===== src/rtl/dem_pn_generator.sv =====
`default_nettype none
// ============================================================================
// Module      : dem_pn_generator
// Description : Galois LFSR PN source for the DEM switching tree; NUM_OUT
//               steps per advance, seed-load handshake, lock-up recovery.
// Revision    : 1.0 - initial release
// ============================================================================
module dem_pn_generator #(
    parameter int unsigned                LFSR_LEN     = 16,
    parameter logic [LFSR_LEN-1:0]        TAPS         = 16'hB400,
    parameter int unsigned                NUM_OUT      = 7,
    parameter logic [LFSR_LEN-1:0]        DEFAULT_SEED = 16'hACE1
) (
    input  logic                clk_i,
    input  logic                reset_i,
    input  logic                enable_i,
    input  logic [LFSR_LEN-1:0] seed_i,
    input  logic                seed_load_i,
    output logic                seed_ack_o,
    output logic [NUM_OUT-1:0]  pn_seq_o,
    output logic                pn_valid_o,
    output logic                lockup_o
);

    typedef enum logic [1:0] {
        ST_IDLE    = 2'd0,
        ST_RUN     = 2'd1,
        ST_RECOVER = 2'd2
    } state_t;

    state_t                r_state;
    state_t                w_state_next;
    logic [LFSR_LEN-1:0]   r_lfsr;
    logic [LFSR_LEN-1:0]   w_lfsr_next;
    logic [LFSR_LEN-1:0]   w_lfsr_adv;
    logic [LFSR_LEN-1:0]   w_step;
    logic [NUM_OUT-1:0]    r_pn;
    logic [NUM_OUT-1:0]    w_pn_next;
    logic [NUM_OUT-1:0]    w_pn_adv;
    logic                  r_valid;
    logic                  w_valid_next;
    logic                  r_ack;
    logic                  w_ack_next;
    logic                  r_lock;
    logic                  w_lock_next;
    logic                  w_zero;

    // NUM_OUT Galois steps unrolled; bit i is the output of step i.
    always_comb begin
        w_step   = r_lfsr;
        w_pn_adv = '0;
        for (int i = 0; i < NUM_OUT; i++) begin
            w_pn_adv[i] = w_step[0];
            w_step      = {1'b0, w_step[LFSR_LEN-1:1]} ^ (w_step[0] ? TAPS : '0);
        end
        w_lfsr_adv = w_step;
    end

    assign w_zero = (r_lfsr == '0);

    always_comb begin
        w_state_next = r_state;
        w_lfsr_next  = r_lfsr;
        w_pn_next    = r_pn;
        w_valid_next = 1'b0;
        w_ack_next   = 1'b0;
        w_lock_next  = r_lock;
        case (r_state)
            ST_IDLE: begin
                w_state_next = ST_RUN;
            end
            ST_RECOVER: begin
                w_lfsr_next  = DEFAULT_SEED;
                w_lock_next  = 1'b1;
                w_state_next = ST_RUN;
            end
            ST_RUN: begin
                if (w_zero) begin
                    w_state_next = ST_RECOVER;
                end else if (seed_load_i) begin
                    w_ack_next = 1'b1;
                    // A zero seed would lock the LFSR, so substitute the default.
                    if (seed_i == '0) begin
                        w_lfsr_next = DEFAULT_SEED;
                        w_lock_next = 1'b1;
                    end else begin
                        w_lfsr_next = seed_i;
                    end
                end else if (enable_i) begin
                    w_lfsr_next  = w_lfsr_adv;
                    w_pn_next    = w_pn_adv;
                    w_valid_next = 1'b1;
                end
            end
            default: begin
                w_state_next = ST_IDLE;
            end
        endcase
    end

    always_ff @(posedge clk_i or posedge reset_i) begin
        if (reset_i) begin
            r_state <= ST_IDLE;
            r_lfsr  <= DEFAULT_SEED;
            r_pn    <= '0;
            r_valid <= 1'b0;
            r_ack   <= 1'b0;
            r_lock  <= 1'b0;
        end else begin
            r_state <= w_state_next;
            r_lfsr  <= w_lfsr_next;
            r_pn    <= w_pn_next;
            r_valid <= w_valid_next;
            r_ack   <= w_ack_next;
            r_lock  <= w_lock_next;
        end
    end

    assign seed_ack_o = r_ack;
    assign pn_seq_o   = r_pn;
    assign pn_valid_o = r_valid;
    assign lockup_o   = r_lock;

endmodule
`default_nettype wire

===== config.mk =====
export PLATFORM = sky130hd
export DESIGN_NAME = dem_pn_generator
export DESIGN_NICKNAME = d
export VERILOG_FILES = /design/src/rtl/dem_pn_generator.sv
export SDC_FILE = /design/constraint.sdc
export NUM_CORES = 1
export LEC_CHECK = 0
export BUFFER_PORTS_ARGS = -buffer_cell sky130_fd_sc_hd__buf_2
export CAP_MARGIN = 5
export CORE_AREA = 5 5 62 64
export DETAILED_ROUTE_END_ITERATION = 16
export DIE_AREA = 0 0 67 69
export PLACE_DENSITY = 0.74
export SKIP_LAST_GASP = 1
export SLEW_MARGIN = 15
export SYNTH_ARGS = -nofsm -noshare
export SYNTH_HDL_FRONTEND = slang
export SYNTH_SLANG_ARGS = --single-unit

===== constraint.sdc =====
create_clock -name clk_i -period 1.9 [get_ports clk_i]
set_clock_uncertainty 0.05 [all_clocks]
set_input_delay 0.095 -clock clk_i [delete_from_list [all_inputs] [get_ports clk_i]]
set_output_delay 0.095 -clock clk_i [all_outputs]
set_load 0.01 [all_outputs]

## Word level (Yosys, flattened, before mapping)

Cells that the tools add are included.

| storage, ports and cells | value |
|---|---|
| bits of input ports | 20 |
| logic and storage cells | 55 |
| register bits | 28 |
| output and inout port bits | 10 |

| operators by class | value |
|---|---|
| bitwise logic cells | 9 |
| equal/unequal tests | 7 |
| muxes and demuxes | 25 |
| reductions and logical operators | 8 |

Operators by type and width:

| kind | number |
|---|---|
| two-way mux 16 bit | 11 |
| bitwise XOR 15 x 16 -> 16 bit | 7 |
| zero test 16 bit | 2 |
| one-hot mux 16 bit (2 select lines) | 1 |
| two-way mux 1 bit | 10 |
| inequality test 2 bit (second input constant) | 4 |
| AND reduction 4 bit | 2 |
| one-hot mux 2 bit (2 select lines) | 1 |
| inequality test 3 bit (second input constant) | 1 |
| AND reduction 3 bit | 1 |
| equality test 2 x 1 -> 1 bit (second input constant) | 1 |
| equality test 2 bit (second input constant) | 1 |
| zero test 2 bit | 1 |
| two-way mux 2 bit | 1 |
| inverter 1 bit | 2 |
| one-hot mux 1 bit (2 select lines) | 1 |
| nonzero test 2 bit | 1 |
| OR reduction 2 bit | 1 |

## Logic depth before layout (Yosys ltp)

Gate-level depths: netlist of the first run.

| logic depth | value |
|---|---|
| word-level depth | 18 |
| mapped depth | 6 |
| depth with buffers taken out | 4 |

## Worst setup path before layout of the first run

No wires, ideal clock.

| timing | value |
|---|---|
| path type | register to register |
| start | register r_lfsr[2] |
| end | register r_lfsr[9] |
| path slack | -0.060 ns |
| arrival time | 1.785 ns |
| required time | 1.725 ns |
| cell stages (with the launch flop) | 7 |
| path through | dfrtp_1 buf_2 nor4_1 nand4_2 a21oi_4 buf_6 mux2_2 |

| between the ends | value |
|---|---|
| longest elaborated chain between the ends | 12 |

RTL lines:

| what | RTL line | text |
|---|---|---|
| start: declaration | 33 | `logic [LFSR_LEN-1:0] r_lfsr;` |
| start signal: assignment | 111 | `r_lfsr <= w_lfsr_next;` |
| bitwise XOR 15 x 16 -> 16 bit (2 in series) | 54 | `w_step = {1'b0, w_step[LFSR_LEN-1:1]} ^ (w_step[0] ? TAPS : '0);` |
| two-way mux 16 bit | 54 |  |
| bitwise XOR 15 x 16 -> 16 bit (5 in series) | 54 |  |
| two-way mux 16 bit | 89 | `end else if (enable_i) begin` |
| two-way mux 16 bit | 80 | `end else if (seed_load_i) begin` |
| two-way mux 16 bit | 78 | `if (w_zero) begin` |
| one-hot mux 16 bit (2 select lines) | 68 | `case (r_state)` |

Several ways; a longest one is shown, not always the timed one. The select of a mux whose other input is x is not followed.
A chain may end at the register's enable or synchronous reset.

## Final worst setup path of the first run

| timing | value |
|---|---|
| start | register r_lfsr[14] |
| end | register r_lfsr[4] |

| between the ends | value |
|---|---|
| longest elaborated chain between the ends | 3 |

RTL lines:

| what | RTL line | text |
|---|---|---|
| zero test 16 bit | 59 | `assign w_zero = (r_lfsr == '0);` |
| inequality test 2 bit (no source line) | -- |  |
| AND reduction 3 bit (no source line) | -- |  |

No other way between the ends.

==> summary.txt, run 1 <==
Layout
  • Share of layout cells above drive strength 1: 0.483
  • Non-Filler Instances: 220
  • Synth-to-layout area growth: 26.7%
  • Fillers: 289
  • Fin area: 1940 sq um
  • Final core utilization: 0.600
  • Antenna diodes: 0
  • Count of nets after finishing: 195

Critical path
  • CP max FO: 6
  • Arrival time at the worst endpoint: 2.04 ns
  • Reg2Reg Depth: 5
  • Critical path required time: 2.10 ns
  • Slowest CP cell: dfrtp_1
  • Critical R2R Launch: r_lfsr[14]
  • R2R Setup Slk: 0.05 ns
  • Critical path's largest stage delay: 0.45 ns
  • Crit start category: register
  • Worst Setup End Kind: register
  • R2r endpoint: r_lfsr[4]
  • Setup CP Type: reg2reg
  • Worst path cell trace: nor4_4 -> nand4_2 -> a21oi_4 -> buf_4 -> mux2_2

Drt
  • Met2 wire len: 1.94 mm
  • Vias per inst: 5.38
  • Met1 wire length: 1.58 mm
  • Via count: 1183
  • Met3 routed WL: 177 microns
  • Highest Signal Layer: met4
  • Drt wl/cell: 17.1 microns
  • Post-route ant nets: 0
  • DR iter-0 viols: 76
  • Drt drc: 0
  • Routed wire length: 3.77 mm
  • Pre-Repair DR Iteration Count: 4

Flow run
  • Max cap viols: 0

STA
  • Min Tclk post-route: 1.85 ns
  • Slew Limit Fails: 0
  • Final worst path period share: 0.972
  • Hold slack final: 0.0211 ns
  • Fmax achieved: 542 MHz
  • Total negative slack: 0 ns
  • Setup ws final: 0.0535 ns
  • Hold Fails Final Rpt: 0
  • Worst slew margin: 0.758
  • Final setup violation count: 0
  • Least-Margin Pin Slew: 0.363 ns

Synthesis
  • Synth cell types: 30
  • Syn nets: 152
  • Netlist Area Pre-Place: 1530 sq um
  • Seq/Total Area, Yosys: 0.464
  • #FFs+latches synth: 28
  • Synth Area per Inst: 11.6 sq um
  • Mapped Cells: 132
  • Warnings from Yosys: 0

Pwr
  • Leak: 0.892 nW
  • Max IR drop VDD: 0.000619 V
  • Pwr dens: 1260 nW/um^2
  • Pwr Total: 2.44 mW

Floorplan
  • IO Count: 30
  • DIE AREA: 4620 sq um
  • Die height: 69 microns
  • Row cnt: 21
  • Total core area: 3230 sq um
  • Die X-Extent: 67 microns
  • Starting Density: 0.474

Worst hold path
  • Hold Path Sink: r_lfsr[13]
  • Hold Crit Depth: 3
  • Hold Path Class: in2reg
  • Hold Path Origin: seed_i[13]

Global routing
  • Initial antenna violation count: 0
  • Global route total overflow: 0
  • Vias in the first global route: 1284
  • Pin count of the biggest net entering global routing: 29
  • Tot GR Track Use: 0.175
  • First-pass GRT wire length: 6.26 mm

Clocking
  • Clk slew on worst S/H paths: 0.17 ns
  • CTS tree: built
  • CTS Buf Count: 3
  • Clk sinks: 28
  • Skew-Pair Late Insertion Delay: 0.34 ns
  • Root buf cell: clkbuf_4
  • Largest buffer count on any clock path: 2
  • H-tree depth: 1

Placed design
  • Hpwl dp: 2.85 mm
  • Dpl ws: 0.00569 ns
  • Placed inst area: 1830 sq um
  • Cell count after placement: 212
  • Buffers added on ports: 29
  • Routability cong.: 0.970

Run status
  • Status: finished, final reports clean
==> layer usage <==
metal  global-route usage  vias to the layer above
met2                0.279                       35
met3               0.0276                        6
met4               0.0586                        0
li1                     -                      548
met1                0.239                      594
met5                    0                        -
==> final cells by class <==
| cell class | count | area (sq um) | share of cell area |
|---|---|---|---|
| inverter | 10 | 37.5 | 0.0193 |
| clock inverter | 1 | 30.0 | 0.0155 |
| timing repair buffer | 47 | 285 | 0.147 |
| multi-input combinational | 85 | 797 | 0.411 |
| clock buffer | 3 | 22.5 | 0.0116 |
| tap | 46 | 57.6 | 0.0297 |
| sequential | 28 | 711 | 0.366 |
==> timing repair <==
action                                 in CTS  in global routing
setup endpoints to repair                   1                 17
buffers inserted                            0                  2
endpoints found under the hold margin      21                  0
hold buffers                                2                  0
resized for setup                           1                  2
gates cloned                                0                  0
pin swaps                                   0                  2
==> cell usage in the layout, fill, tap and decap left out, types with 5 or more instances in the layout <==
cell type   n
buf_4      16
buf_2      29
dfstp_2     8
o21ai_0     5
mux2i_1     7
xnor2_1    14
mux2_2     14
dfrtp_1    20
inv_1      10
o22ai_1     7
==> worst max path at each step <==
stage | end | slack (ns) | from
floorplan | r_lfsr[9] | 0.001 | r_lfsr[6]
global placement | pn_seq_o[5] | 0.05 | r_lfsr[14]
CTS | r_lfsr[4] | 0.02 | r_lfsr[14]
detailed placement | pn_seq_o[2] | 0.006 | r_lfsr[14]
global route | r_lfsr[5] | -0.02 | r_lfsr[14]
finish | r_lfsr[4] | 0.05 | r_lfsr[14]
==> power breakdown <==
part           switching, mW  total (mW)  internal [mW]  leakage (nW)
Clock                  0.191       0.404          0.213        0.0279
Combinational          0.469        1.00          0.535         0.541
Sequential             0.193        1.03          0.839         0.323
==> cell usage after synthesis <==
| master | count | area share |
|---|---|---|
| a211o_1 | 1 | 0.0057 |
| a21oi_4 | 1 | 0.011 |
| a22o_1 | 4 | 0.023 |
| a2bb2oi_2 | 1 | 0.0098 |
| and2_1 | 1 | 0.0041 |
| and3b_1 | 1 | 0.0057 |
| buf_2 | 3 | 0.0098 |
| buf_6 | 1 | 0.0074 |
| clkbuf_1 | 5 | 0.012 |
| dfrtp_1 | 20 | 0.33 |
| dfstp_2 | 8 | 0.14 |
| inv_1 | 10 | 0.025 |
| mux2_1 | 2 | 0.015 |
| mux2_2 | 14 | 0.10 |
| mux2i_1 | 7 | 0.046 |
| nand2_1 | 4 | 0.0098 |
| nand2b_1 | 1 | 0.0041 |
| nand3_2 | 1 | 0.0065 |
| nand4_2 | 1 | 0.0082 |
| nor2_1 | 4 | 0.0098 |
| nor2b_1 | 1 | 0.0041 |
| nor4_1 | 5 | 0.020 |
| o21ai_0 | 5 | 0.016 |
| o22ai_1 | 7 | 0.029 |
| o41ai_4 | 1 | 0.018 |
| or2_2 | 1 | 0.0041 |
| or4_1 | 1 | 0.0049 |
| or4_4 | 3 | 0.022 |
| xnor2_1 | 14 | 0.080 |
| xor2_1 | 4 | 0.023 |
==> logic make-up after synthesis <==
group | count (synthesis) | synth area share
muxes | 23 | 0.163
xor gates and xnor gates | 18 | 0.103
buffers and inverters | 19 | 0.0539
and+or+nand+nor | 24 | 0.104
AOI/OAI and AO/OA | 20 | 0.112
DFF | 28 | 0.464
==> sequential cells by signal, summed over array words and instances, names as in the netlist <==
register / count
lockup_o: 1
seed_ack_o: 1
r_state: 2
pn_valid_o: 1
pn_seq_o: 7
r_lfsr: 16
==> critical path, delay by kind of cell, from the launching register on <==
kind	cells	cell delay, ns
flops	1	0.45
simple gates	2	0.52
mux	1	0.34
compound gates	1	0.22
buf+inv	1	0.18
(Power assumes the default switching activity.)
==> inputs of run 2 (changes only) <==
Settings changed: PLACE_DENSITY 0.74 to 0.75, SLEW_MARGIN 15 to 20.
==> run 2 against run 1 <==
Register-to-register slack improved by 0.04 ns. Worst hold slack worse by 0.0085 ns. Critical path depth increased by 2. Cell area decreased by 2.1%. Sequential power about the same. Setup slack improved by 0.0083 ns. Sequential share of layout area grew 0.84 points. First-iteration DRC count fell by 20%. Power shrank 7.0%. Global-route usage is 0.53 points lower. Clock-buffer cell count is 1 higher. Highest routed layer unchanged.
==> summary.txt, run 2 (same netlist as run 1, synthesis figures left out) <==
Placed design
  • Hpwl dp: 2.84 mm
  • Placed inst area: 1820 sq um
  • Buffers added on ports: 29
  • Routability cong.: 0.893

Layout
  • Synth-to-layout area growth: 24.1%
  • Share of layout cells above drive strength 1: 0.480
  • Largest register FFs: 16
  • Count of nets after finishing: 192
  • Fin area: 1900 sq um
  • Fillers: 273
  • Most frequent cells in the layout: buf_2 (29), dfrtp_1 (19), mux2_2 (14), xnor2_1 (14), buf_4 (12)
  • Most flop-heavy register: r_lfsr
  • Commonest non-fill, non-tap cell in the layout: buf_2
  • Antenna diodes: 0
  • Multi-input combinational cell area: 801 sq um
  • FF+latch area: 712 sq um

Critical path
  • Setup CP Type: in2reg
  • CP max FO: 8
  • Critical path required time: 2.11 ns
  • Crit start category: input port
  • Arrival time at the worst endpoint: 2.05 ns
  • Worst Setup End Kind: register

Pwr
  • Leak: 0.865 nW
  • Pwr Total: 2.27 mW
  • Max IR drop VDD: 0.000709 V
  • Pwr dens: 1190 nW/um^2

Global routing
  • Initial antenna violation count: 0
  • Global route total overflow: 0
  • Pin count of the biggest net entering global routing: 29
  • Vias in the first global route: 1229
  • Tot GR Track Use: 0.170
  • First-pass GRT wire length: 6.08 mm

Drt
  • Post-route ant nets: 0
  • Drt drc: 0
  • Routed wire length: 3.61 mm
  • Drt wl/cell: 16.6 microns
  • Via count: 1171
  • DR iter-0 viols: 61
  • Pre-Repair DR Iteration Count: 6
  • Vias per inst: 5.40

STA
  • Final worst path period share: 0.967
  • Least-Margin Pin Slew: 0.354 ns
  • RSZ-0062 raised after global routing: no
  • Final setup violation count: 0
  • Fmax achieved: 544 MHz
  • Min Tclk post-route: 1.84 ns
  • Slew Limit Fails: 0
  • Worst slew margin: 0.764
  • Hold Fails Final Rpt: 0

Floorplan
  • Die height: 69 microns
  • Starting Density: 0.474
  • Total core area: 3230 sq um
  • Die X-Extent: 67 microns
  • Row cnt: 21
  • DIE AREA: 4620 sq um
  • IO Count: 30

Clocking
  • CTS tree: built
  • Largest buffer count on any clock path: 2
  • Clk slew on worst S/H paths: 0.14 ns
  • CTS Buf Count: 3
  • Clk sinks: 28
  • Skew-Pair Late Insertion Delay: 0.33 ns
  • Root buf cell: clkbuf_4
  • H-tree depth: 1

Flow run
  • Max cap viols: 0

Run status
  • Status: finished, final reports clean

Worst hold path
  • Hold Path Class: in2reg
-- run 2: repair_timing --
item,4_1_cts,5_1_grt
setup buffers,0,1
hold buffers,2,0
endpoints found under the hold margin,21,0
pin swaps,0,1
gates resized for setup,1,5
setup endpoints to repair,7,9
-- run 2: power by group --
group / leakage [nW] / internal (mW) / total, mW / switching [mW]
Sequential: 0.322 / 0.842 / 1.06 / 0.215
Combinational: 0.528 / 0.519 / 0.955 / 0.436
Clock: 0.0150 / 0.0823 / 0.256 / 0.174
-- run 2: path summary, 6_finish.rpt --
path	slack, ns	depth (start not counted)	from	end
max in group asynchronous	1.19	4	reset_i	r_lfsr[13]
min in group asynchronous	0.30	4	reset_i	pn_seq_o[2]
min	0.01	3	seed_i[0]	r_lfsr[0]
max reg2reg	0.09	6	r_lfsr[5]	r_lfsr[13]
min reg2reg	0.45	1	lockup_o	lockup_o
max	0.06	7	seed_i[10]	r_lfsr[13]
-- run 2: cell type report --
cell class              instances  area share
clock buffers                   4      0.0138
inverters                      10      0.0197
multi-input cells              85       0.421
flip-flops and latches         28       0.375
well taps                      46      0.0303
repair buffers                 44       0.140
-- run 2: stage by stage --
| step | instances | setup slack, ns | utilization | hold slack (ns) | setup TNS (ns) |
|---|---|---|---|---|---|
| 3_3_place_gp | 210 | 0.0942 | 0.562 | 0.120 | 0 |
| 5_1_grt | 217 | 0.00287 | 0.588 | 0.0257 | 0 |
| 4_1_cts | 216 | 0.00701 | 0.578 | 0.00569 | 0 |
| 2_1_floorplan | 132 | 0.00136 | - | 0.104 | 0 |
| 6_report | 217 | 0.0618 | 0.588 | 0.0126 | 0 |
| 3_5_place_dp | 210 | -0.00848 | 0.562 | 0.132 | -0.0153 |
-- run 2: critical path, cell delays in order --
cell and delay (ns):
dlygate4sd3_1 0.53, buf_2 0.13, or4_4 0.50, o41ai_4 0.34, buf_6 0.18, o22ai_1 0.10
mux2i_2 0.17
-- run 2: routing by layer --
layer | track usage | vias up | part of all wire
met5 | 0 | - | 0
met4 | 0.0495 | 0 | 0.012
li1 | - | 543 | -
met2 | 0.285 | 38 | 0.53
met3 | 0.0244 | 4 | 0.047
met1 | 0.223 | 586 | 0.41
